==> src/rtl/jtag_pkg.sv <==
// Shared TAP definitions: state encoding, instruction constants and the
// IEEE 1149.1 next-state function.
package jtag_pkg;

  typedef enum logic [3:0] {
    TAP_EXIT2_DR    = 4'h0,
    TAP_EXIT1_DR    = 4'h1,
    TAP_SHIFT_DR    = 4'h2,
    TAP_PAUSE_DR    = 4'h3,
    TAP_SELECT_IR   = 4'h4,
    TAP_UPDATE_DR   = 4'h5,
    TAP_CAPTURE_DR  = 4'h6,
    TAP_SELECT_DR   = 4'h7,
    TAP_EXIT2_IR    = 4'h8,
    TAP_EXIT1_IR    = 4'h9,
    TAP_SHIFT_IR    = 4'hA,
    TAP_PAUSE_IR    = 4'hB,
    TAP_RUN_IDLE    = 4'hC,
    TAP_UPDATE_IR   = 4'hD,
    TAP_CAPTURE_IR  = 4'hE,
    TAP_TLR         = 4'hF
  } tap_state_e;

  // Truncated to the IR width at the point of use.
  localparam int unsigned INSTR_IDCODE = 32'h0000_0001;
  localparam int unsigned INSTR_BYPASS = 32'hFFFF_FFFF;

  function automatic tap_state_e next_state(input tap_state_e state, input logic tms);
    tap_state_e nxt;
    nxt = TAP_TLR;
    case (state)
      TAP_TLR:        nxt = tms ? TAP_TLR       : TAP_RUN_IDLE;
      TAP_RUN_IDLE:   nxt = tms ? TAP_SELECT_DR : TAP_RUN_IDLE;
      TAP_SELECT_DR:  nxt = tms ? TAP_SELECT_IR : TAP_CAPTURE_DR;
      TAP_CAPTURE_DR: nxt = tms ? TAP_EXIT1_DR  : TAP_SHIFT_DR;
      TAP_SHIFT_DR:   nxt = tms ? TAP_EXIT1_DR  : TAP_SHIFT_DR;
      TAP_EXIT1_DR:   nxt = tms ? TAP_UPDATE_DR : TAP_PAUSE_DR;
      TAP_PAUSE_DR:   nxt = tms ? TAP_EXIT2_DR  : TAP_PAUSE_DR;
      TAP_EXIT2_DR:   nxt = tms ? TAP_UPDATE_DR : TAP_SHIFT_DR;
      TAP_UPDATE_DR:  nxt = tms ? TAP_SELECT_DR : TAP_RUN_IDLE;
      TAP_SELECT_IR:  nxt = tms ? TAP_TLR       : TAP_CAPTURE_IR;
      TAP_CAPTURE_IR: nxt = tms ? TAP_EXIT1_IR  : TAP_SHIFT_IR;
      TAP_SHIFT_IR:   nxt = tms ? TAP_EXIT1_IR  : TAP_SHIFT_IR;
      TAP_EXIT1_IR:   nxt = tms ? TAP_UPDATE_IR : TAP_PAUSE_IR;
      TAP_PAUSE_IR:   nxt = tms ? TAP_EXIT2_IR  : TAP_PAUSE_IR;
      TAP_EXIT2_IR:   nxt = tms ? TAP_UPDATE_IR : TAP_SHIFT_IR;
      TAP_UPDATE_IR:  nxt = tms ? TAP_SELECT_DR : TAP_RUN_IDLE;
      default:        nxt = TAP_TLR;
    endcase
    return nxt;
  endfunction

endpackage

==> src/rtl/jtag_tap_fsm.sv <==
// 16-state TAP state machine: next-state logic plus the state register,
// which resets to Test-Logic-Reset.
module jtag_tap_fsm
  import jtag_pkg::*;
(
  input  logic       clock,
  input  logic       reset,
  input  logic       tms,
  output tap_state_e state
);

  tap_state_e state_q;
  tap_state_e state_d;

  always_comb begin
    state_d = next_state(state_q, tms);
  end

  always_ff @(posedge clock or posedge reset) begin
    if (reset) begin
      state_q <= TAP_TLR;
    end else begin
      state_q <= state_d;
    end
  end

  assign state = state_q;

endmodule

==> src/rtl/jtag_tap_controller.sv <==
// JTAG TAP with IR, BYPASS, optional IDCODE and NUM_CHAINS user chains.
// Define JTAG_TAP_IDCODE_EN to include the IDCODE register.
module jtag_tap_controller
  import jtag_pkg::*;
#(
  parameter int unsigned IR_WIDTH      = 5,
  parameter int unsigned NUM_CHAINS    = 2,
  parameter int unsigned CHAIN_WIDTH   = 32,
  parameter logic [31:0] IDCODE_VALUE  = 32'h0000_0001,
  parameter int unsigned CHAIN_IR_BASE = 'h10
) (
  input  logic                              clock,
  input  logic                              reset,
  input  logic                              io_tms,
  input  logic                              io_tdi,
  output logic                              io_tdo,
  output logic                              io_tdo_en,
  output logic [3:0]                        io_state,
  output logic [IR_WIDTH-1:0]               io_ir,
  output logic [NUM_CHAINS-1:0]             io_chain_capture,
  input  logic [NUM_CHAINS*CHAIN_WIDTH-1:0] io_chain_capture_data,
  output logic [NUM_CHAINS-1:0]             io_chain_update_valid,
  output logic [CHAIN_WIDTH-1:0]            io_chain_update_data
);

  localparam int unsigned DR_WIDTH = (CHAIN_WIDTH > 32) ? CHAIN_WIDTH : 32;
  localparam int unsigned DR_IDX_W = $clog2(DR_WIDTH);
  localparam logic [IR_WIDTH-1:0] IR_BYPASS = IR_WIDTH'(INSTR_BYPASS);
`ifdef JTAG_TAP_IDCODE_EN
  localparam logic [IR_WIDTH-1:0] IR_IDCODE = IR_WIDTH'(INSTR_IDCODE);
  localparam logic [IR_WIDTH-1:0] IR_RESET  = IR_IDCODE;
`else
  localparam logic [IR_WIDTH-1:0] IR_RESET  = IR_BYPASS;
`endif

  tap_state_e state;

  logic [IR_WIDTH-1:0]    ir_q, ir_d;
  logic [IR_WIDTH-1:0]    ir_shift_q, ir_shift_d;
  logic [DR_WIDTH-1:0]    dr_shift_q, dr_shift_d;
  logic [NUM_CHAINS-1:0]  update_valid_q, update_valid_d;
  logic [CHAIN_WIDTH-1:0] update_data_q, update_data_d;

  logic                   is_bypass;
  logic                   is_idcode;
  logic [NUM_CHAINS-1:0]  chain_sel;
  logic [CHAIN_WIDTH-1:0] chain_cap;
  logic [DR_IDX_W-1:0]    dr_msb;

  jtag_tap_fsm u_fsm (
    .clock (clock),
    .reset (reset),
    .tms   (io_tms),
    .state (state)
  );

  // Anything not recognised below falls through to BYPASS.
  assign is_bypass = (ir_q == IR_BYPASS);
`ifdef JTAG_TAP_IDCODE_EN
  assign is_idcode = (ir_q == IR_IDCODE);
`else
  assign is_idcode = 1'b0;
`endif

  generate
    for (genvar gi = 0; gi < NUM_CHAINS; gi++) begin : g_chain_sel
      assign chain_sel[gi] = !is_bypass && !is_idcode &&
                             (32'(ir_q) == 32'(CHAIN_IR_BASE + gi));
    end
  endgenerate

  always_comb begin
    chain_cap = '0;
    for (int k = 0; k < NUM_CHAINS; k++) begin
      if (chain_sel[k]) chain_cap = io_chain_capture_data[k*CHAIN_WIDTH +: CHAIN_WIDTH];
    end
  end

  // TDI enters at the top bit of the selected register's width.
  always_comb begin
    if (|chain_sel)     dr_msb = DR_IDX_W'(CHAIN_WIDTH - 1);
    else if (is_idcode) dr_msb = DR_IDX_W'(31);
    else                dr_msb = '0;
  end

  always_comb begin
    ir_d           = ir_q;
    ir_shift_d     = ir_shift_q;
    dr_shift_d     = dr_shift_q;
    update_valid_d = '0;
    update_data_d  = update_data_q;
    case (state)
      TAP_TLR:        ir_d = IR_RESET;
      TAP_CAPTURE_IR: ir_shift_d = IR_WIDTH'(2'b01);
      TAP_SHIFT_IR:   ir_shift_d = {io_tdi, ir_shift_q[IR_WIDTH-1:1]};
      TAP_UPDATE_IR:  ir_d = ir_shift_q;
      TAP_CAPTURE_DR: begin
        dr_shift_d = '0;
        if (|chain_sel)     dr_shift_d[CHAIN_WIDTH-1:0] = chain_cap;
        else if (is_idcode) dr_shift_d[31:0] = IDCODE_VALUE;
      end
      TAP_SHIFT_DR: begin
        dr_shift_d         = dr_shift_q >> 1;
        dr_shift_d[dr_msb] = io_tdi;
      end
      TAP_UPDATE_DR: begin
        if (|chain_sel) begin
          update_valid_d = chain_sel;
          update_data_d  = dr_shift_q[CHAIN_WIDTH-1:0];
        end
      end
      default: ;
    endcase
  end

  always_ff @(posedge clock or posedge reset) begin
    if (reset) begin
      ir_q           <= IR_RESET;
      ir_shift_q     <= '0;
      dr_shift_q     <= '0;
      update_valid_q <= '0;
      update_data_q  <= '0;
    end else begin
      ir_q           <= ir_d;
      ir_shift_q     <= ir_shift_d;
      dr_shift_q     <= dr_shift_d;
      update_valid_q <= update_valid_d;
      update_data_q  <= update_data_d;
    end
  end

  assign io_state              = state;
  assign io_tdo_en             = (state == TAP_SHIFT_DR) || (state == TAP_SHIFT_IR);
  assign io_tdo                = (state == TAP_SHIFT_IR) ? ir_shift_q[0] :
                                 (state == TAP_SHIFT_DR) ? dr_shift_q[0] : 1'b0;
  assign io_ir                 = (state == TAP_TLR) ? IR_RESET : ir_q;
  assign io_chain_capture      = (state == TAP_CAPTURE_DR) ? chain_sel : '0;
  assign io_chain_update_valid = update_valid_q;
  assign io_chain_update_data  = update_data_q;

endmodule

==> config.mk <==
export PLATFORM = sky130hd
export DESIGN_NAME = jtag_tap_controller
export DESIGN_NICKNAME = d
export VERILOG_FILES = /design/src/rtl/jtag_pkg.sv /design/src/rtl/jtag_tap_fsm.sv /design/src/rtl/jtag_tap_controller.sv
export SDC_FILE = /design/constraint.sdc
export NUM_CORES = 1
export LEC_CHECK = 0
export CORE_MARGIN = 1
export CORE_UTILIZATION = 49
export CTS_BUF_LIST = sky130_fd_sc_hd__clkbuf_4
export DETAILED_ROUTE_END_ITERATION = 7
export PLACE_DENSITY = 0.92
export SLEW_MARGIN = 20
export SYNTH_ARGS = -nofsm -noshare
export SYNTH_HDL_FRONTEND = slang
export SYNTH_HIERARCHICAL = 1
export SYNTH_SLANG_ARGS = --single-unit
==> constraint.sdc <==
create_clock -name clock -period 3.1 [get_ports clock]
set_clock_uncertainty 0.2 [all_clocks]
set_input_delay 0.62 -clock clock [delete_from_list [all_inputs] [get_ports clock]]
set_output_delay 0.62 -clock clock [all_outputs]
set_load 0.02 [all_outputs]
Yosys cells after proc, flatten, opt, wreduce, memory -nomap -nowiden --
Index checks and enable logic that the tools add are counted.
Word-level totals: register bits after elaboration 80, input port bits 68, output and inout bits 47, logic and storage cells 69
Operators by class: magnitude comparators 2, equal/unequal tests 18, mux-type cells 29, reductions and logical operators 14
Operators with widths (number):
- 2-to-1 mux 32 bit | 3
- one-hot mux 32 bit (2 select lines) | 1
- one-hot mux 4 bit (12 select lines) | 1
- bitwise mux 32 bit | 1
- equality test 4 bit, second input constant | 8
- one-hot mux 5 bit (2 select lines) | 2
- 2-to-1 mux 2 bit | 9
- equality test 4 x 3 -> 1 bit, second input constant | 4
- equality test 5 bit, second input constant | 3
- 2-to-1 mux 3 bit | 4
- 2-to-1 mux 5 bit | 2
- equality test 4 x 2 -> 1 bit, second input constant | 2
- < comparator 5 x 6 -> 1 bit, second input constant | 1
- nonzero test 2 bit | 3
- OR reduction 2 bit | 3
- demux 1 bit (select 5 bit) | 1
- >= comparator 5 x 1 -> 1 bit, second input constant | 1
- equality test 4 x 1 -> 1 bit, second input constant | 1
- zero test 4 bit | 1
- 2-to-1 mux 1 bit | 4
- 2-to-1 mux 4 bit | 1
- logical AND 1 bit | 3
- OR reduction 3 bit | 1
- AND reduction 2 bit | 1
- 2 further kinds | 2

Longest topological paths before layout --
word-level depth 11, mapped depth 7, gate-level depth less buffers 4

Hierarchy --
The synthesis kept the hierarchy.
By module, submodules not included:
- jtag_tap_controller | instances 1, cells each 347, area each 3714.8 um^2, sequential area each 1908.1 um^2
- jtag_tap_fsm | instances 1, cells each 20, area each 201.4 um^2, sequential area each 105.1 um^2

Least setup slack after synthesis --
No wires, ideal clock.
path type register -> output, from reg ir_q[0], to out io_chain_capture[1], arrival 1.991 ns, required time 2.280 ns, setup slack 0.289 ns, cell stages (with the launch flop) 5, path buffers 2, cells stage by stage dfstp_2 clkbuf_1 buf_1 inv_1 nor4_1
Between the ends: cells in the longest elaborated chain, start to end 4, elaborated cells between the ends (all ways) 5, those cells by class 2 x eq/ne; 1 x mux; 2 x reduce/logical
Ends and longest elaborated chain:
- start: declaration | line jtag_tap_controller.sv:38 | logic [IR_WIDTH-1:0] ir_q, ir_d;
- start signal: assignment | line jtag_tap_controller.sv:124 | ir_q <= ir_d;
- equality test 5 bit | line jtag_tap_controller.sv:58 | assign is_bypass = (ir_q == IR_BYPASS);
- zero test 1 bit | line jtag_tap_controller.sv:67 | assign chain_sel[gi] = !is_bypass && !is_idcode &&
- logical AND 1 bit (*) | line jtag_tap_controller.sv:67
- 2-to-1 mux 2 bit (*) | line jtag_tap_controller.sv:137 | assign io_chain_capture = (state == TAP_CAPTURE_DR) ? chain_sel : '0;
- end: declaration | line jtag_tap_controller.sv:20 | output logic [NUM_CHAINS-1:0] io_chain_capture,
Mark *: on every way between the ends. The rest lies on a longest branch, timed or not.

Worst setup path after layout --
from reg u_fsm.state_q[1] (netlist: u_fsm/state[1]), to out io_tdo
Between the ends: cells in the longest elaborated chain, start to end 3, elaborated cells between the ends (all ways) 4, those cells by class 2 x eq/ne; 2 x mux
Ends and longest elaborated chain:
- start: declaration | line jtag_tap_fsm.sv:12 | tap_state_e state_q;
- start signal: assignment | line jtag_tap_fsm.sv:23 | state_q <= state_d;
- equality test 4 x 2 -> 1 bit | line jtag_tap_controller.sv:135 | (state == TAP_SHIFT_DR) ? dr_shift_q[0] : 1'b0;
- 2-to-1 mux 1 bit | line jtag_tap_controller.sv:135
- 2-to-1 mux 1 bit (*) | line jtag_tap_controller.sv:134 | assign io_tdo = (state == TAP_SHIFT_IR) ? ir_shift_q[0] :
- end: declaration | line jtag_tap_controller.sv:16 | output logic io_tdo,
Marks and branches as above.

==> results.md <==
* Async set-reset flop share out of synthesis at 1.00
* Synthesized cell area at 3920 sq um
* Maximum VDD drop at 0.757 mV
* Pleak at ~2.3 nW
* F_max at between 300 and 400 MHz
* Ranking of synthesized cells by area: dfrtp_1 45%, mux2_2 9.8%, mux2_1 8.1%
* Via Count at between 3000 and 4000
* Hold_buf cts at 0
* Seq/Total Area, Yosys at 0.514
* Final cell count without fillers at 580
* Hold Slack at slightly below 0.3 ns
* Most common cell after layout, fill and taps aside: clkdlybuf4s50_1
* Xor and xnor area share after synthesis at 0
* RSZ-0062 raised after global routing: no
* Netlist cell types at 33
* Dominant cell type by area after synthesis: dfrtp_1
* Boundary pin count at approximately 120
* GPL Wtd Cong at a little over 0.8
* HPWL Detailed at 6150 um
* Worst slew margin at 0.586
* Largest net degree at the start of global routing at 65
* Status: finished clean
* Share of layout cells above drive strength 1 at 0.153
* DRC viols at 0
* Kind of critical path: flop to primary output
* Row cnt at 32
* Initial antenna violation count at 0
* Arr. time, crit path at 2.21 ns
* WL/cell at around 15 um
* Clock tree buffer depth at 2
* Initial Util at 0.507
* Largest stage delay, worst path at 0.63 ns
* Largest family of logic cells by synthesized area: multiplexers
* Fin. max-slew vios at 0
* Tcrit/Tclk final at 0.977
* Diodes inserted at 0
* Total Wirelength at 8760 um
* Placed Area at between 5000 and 6000 sq um
* Area grow syn2layout at 36.2%
* # H-tree levels at 3
* Die Y-Extent at slightly above 90 um
* HP Class: flop to flop
* Ys Warns at 6
* CP Max Fanout at 4
* CTS root buf: clkbuf_4
* Final setup violation count at 0
* First-pass GRT wire length at ~15000 um
* Dpl cells at around 560
* Setup crit end kind: primary output
* Post-synthesis mux area share at 0.186
* Slew @ Worst Pin at 0.621 ns
* Vias in the first global route at around 3200
* Clock sinks at 80
* Antenna Violating Nets Remaining at 0
* Simple-gate portion of the synthesized area at 0.144
* Die Width at just over 90 um
* Setup TNS at 0 ns
* Drt initial violations at 77
* Place WS at 0.395 ns
* Total core area at roughly 7700 sq um
* Startpoint types: flop
* Prevailing post-synth register cell: dfrtp_1
* Worst Path Buf+Inv at 1
* Cell Chain, Critical Path: nor2b_1 > nand3_1 > a21oi_1 > clkdlybuf4s50_1
* Num CTS Buffers at 9
* First-pass DRT Iterations at 4
* Final worst slack at 0.0710 ns
* Syn nets at 435
* Req. time, crit path at roughly 2.3 ns
* Synth Area in Adders at 0
* Synth top area share at 0.454
* Number of vias per cell at roughly 5.4
* Post-synth EDFFs at 0
* Critical-path top delay cell: clkdlybuf4s50_1
* FF+latch count, synth at 80
* Reg clk slew, reported paths at roughly 0.12 ns
* Buffers added on ports at roughly 110
* Full die area at 8350 sq um
* Nets@finish at 541
* Worst-skew pair later-pin latency at about 0.40 ns
* Syn Area/Cell at roughly 11 sq um
* Most frequent cells in the layout: 112 x clkdlybuf4s50_1, 71 x dfrtp_1, 39 x nor2_1
* Final Critical Period at between 3 and 4 ns
* Cells after Synth at between 300 and 400
* Design Area, Final at 5340 sq um
* Global route overflow at 0
* Gr usage total at 0.222
* Max Cap Viol at 0
* CTS tree: yes
* Top Family by Delay on Critical Path: buffers and inverters
* P per Cell Area at ~900 nW/um^2
* Final Hold Fails at 0
* Synth Area in Compound Gates at 0.119
## timing repair
| action | in CTS | in global routing |
|---|---|---|
| hold endpoints to repair | 0 | 0 |
| gates cloned | 0 | 0 |
| endpoints found under the setup margin | 1 | 2 |
| gates resized for setup | 0 | 2 |
| setup buffers | 2 | 0 |
## path summary, 6_finish.rpt
path,endpoint,cells after the start,start,slack (ns)
min in group asynchronous,dr_shift_q[7],2,reset,0.44
worst max register to register,io_chain_update_data[20],5,ir_q[4],0.54
worst min-delay path,io_chain_update_data[17],1,io_chain_update_data[17],0.30
worst min register to register,io_chain_update_data[17],1,io_chain_update_data[17],0.30
max in group asynchronous,io_chain_update_data[15],3,reset,1.65
worst max-delay path,io_tdo,4,u_fsm/state[1],0.07
## state kept, by name (all words and copies together) (netlist names)
name,count
io_chain_update_valid,2
ir_shift_q,5
io_chain_update_data,32
dr_shift_q,32
u_fsm/state,4
ir_q,5
## final cells by class
| cell class | instances | area [sq um] |
|---|---|---|
| fill | 590 | 2390 |
| sequential | 80 | 2010 |
| multi-input combinational | 255 | 1770 |
| timing repair buffer | 123 | 1230 |
| tap | 102 | 128 |
| clock inverter | 4 | 95.1 |
| clock buffer | 12 | 90.1 |
| inverter | 4 | 16.3 |
## synth_stat cells (2+ instances only)
master / count
dfrtp_1: 71
nor2_1: 40
mux2_2: 34
a21oi_1: 31
nor2b_1: 30
a31oi_1: 29
mux2_1: 28
clkbuf_1: 21
nand2_1: 17
o21ai_0: 13
dfstp_2: 9
nand2b_1: 9
inv_1: 4
buf_1: 3
buf_6: 3
mux2i_1: 3
nand3_1: 3
nand4_1: 2
nor4_1: 2
o21a_1: 2
## power breakdown
part           internal (W)  switching, W
sequential          0.00152      0.000340
combinational       0.00110       0.00116
clock              0.000436      0.000333
## stage by stage
| step | utilization | power [W] |
|---|---|---|
| finish | 0.690 | 0.00488 |
| global route | 0.690 | 0.00522 |
| CTS | 0.690 | 0.00491 |
| detailed placement | 0.664 | 0.00412 |
| global placement | 0.664 | 0.00400 |
| floorplan | - | 0.00328 |
## routing by layer
| layer | vias to the layer above | track usage | wire length [um] |
|---|---|---|---|
| met3 | 18 | 0.0293 | 339 |
| met1 | 1500 | 0.277 | 3770 |
| li1 | 1504 | - | - |
| met5 | - | 0 | 0 |
| met4 | 0 | 0.0926 | 190 |
| met2 | 97 | 0.385 | 4460 |
## cell families (layout without fill, tap and decap cells)
| family | Yosys count | in the layout |
|---|---|---|
| simple gates | 109 | 109 |
| mux | 65 | 65 |
| compound gates | 81 | 81 |
| buf+inv | 32 | 143 |
| flops | 80 | 80 |
(Power assumes the default switching activity.)
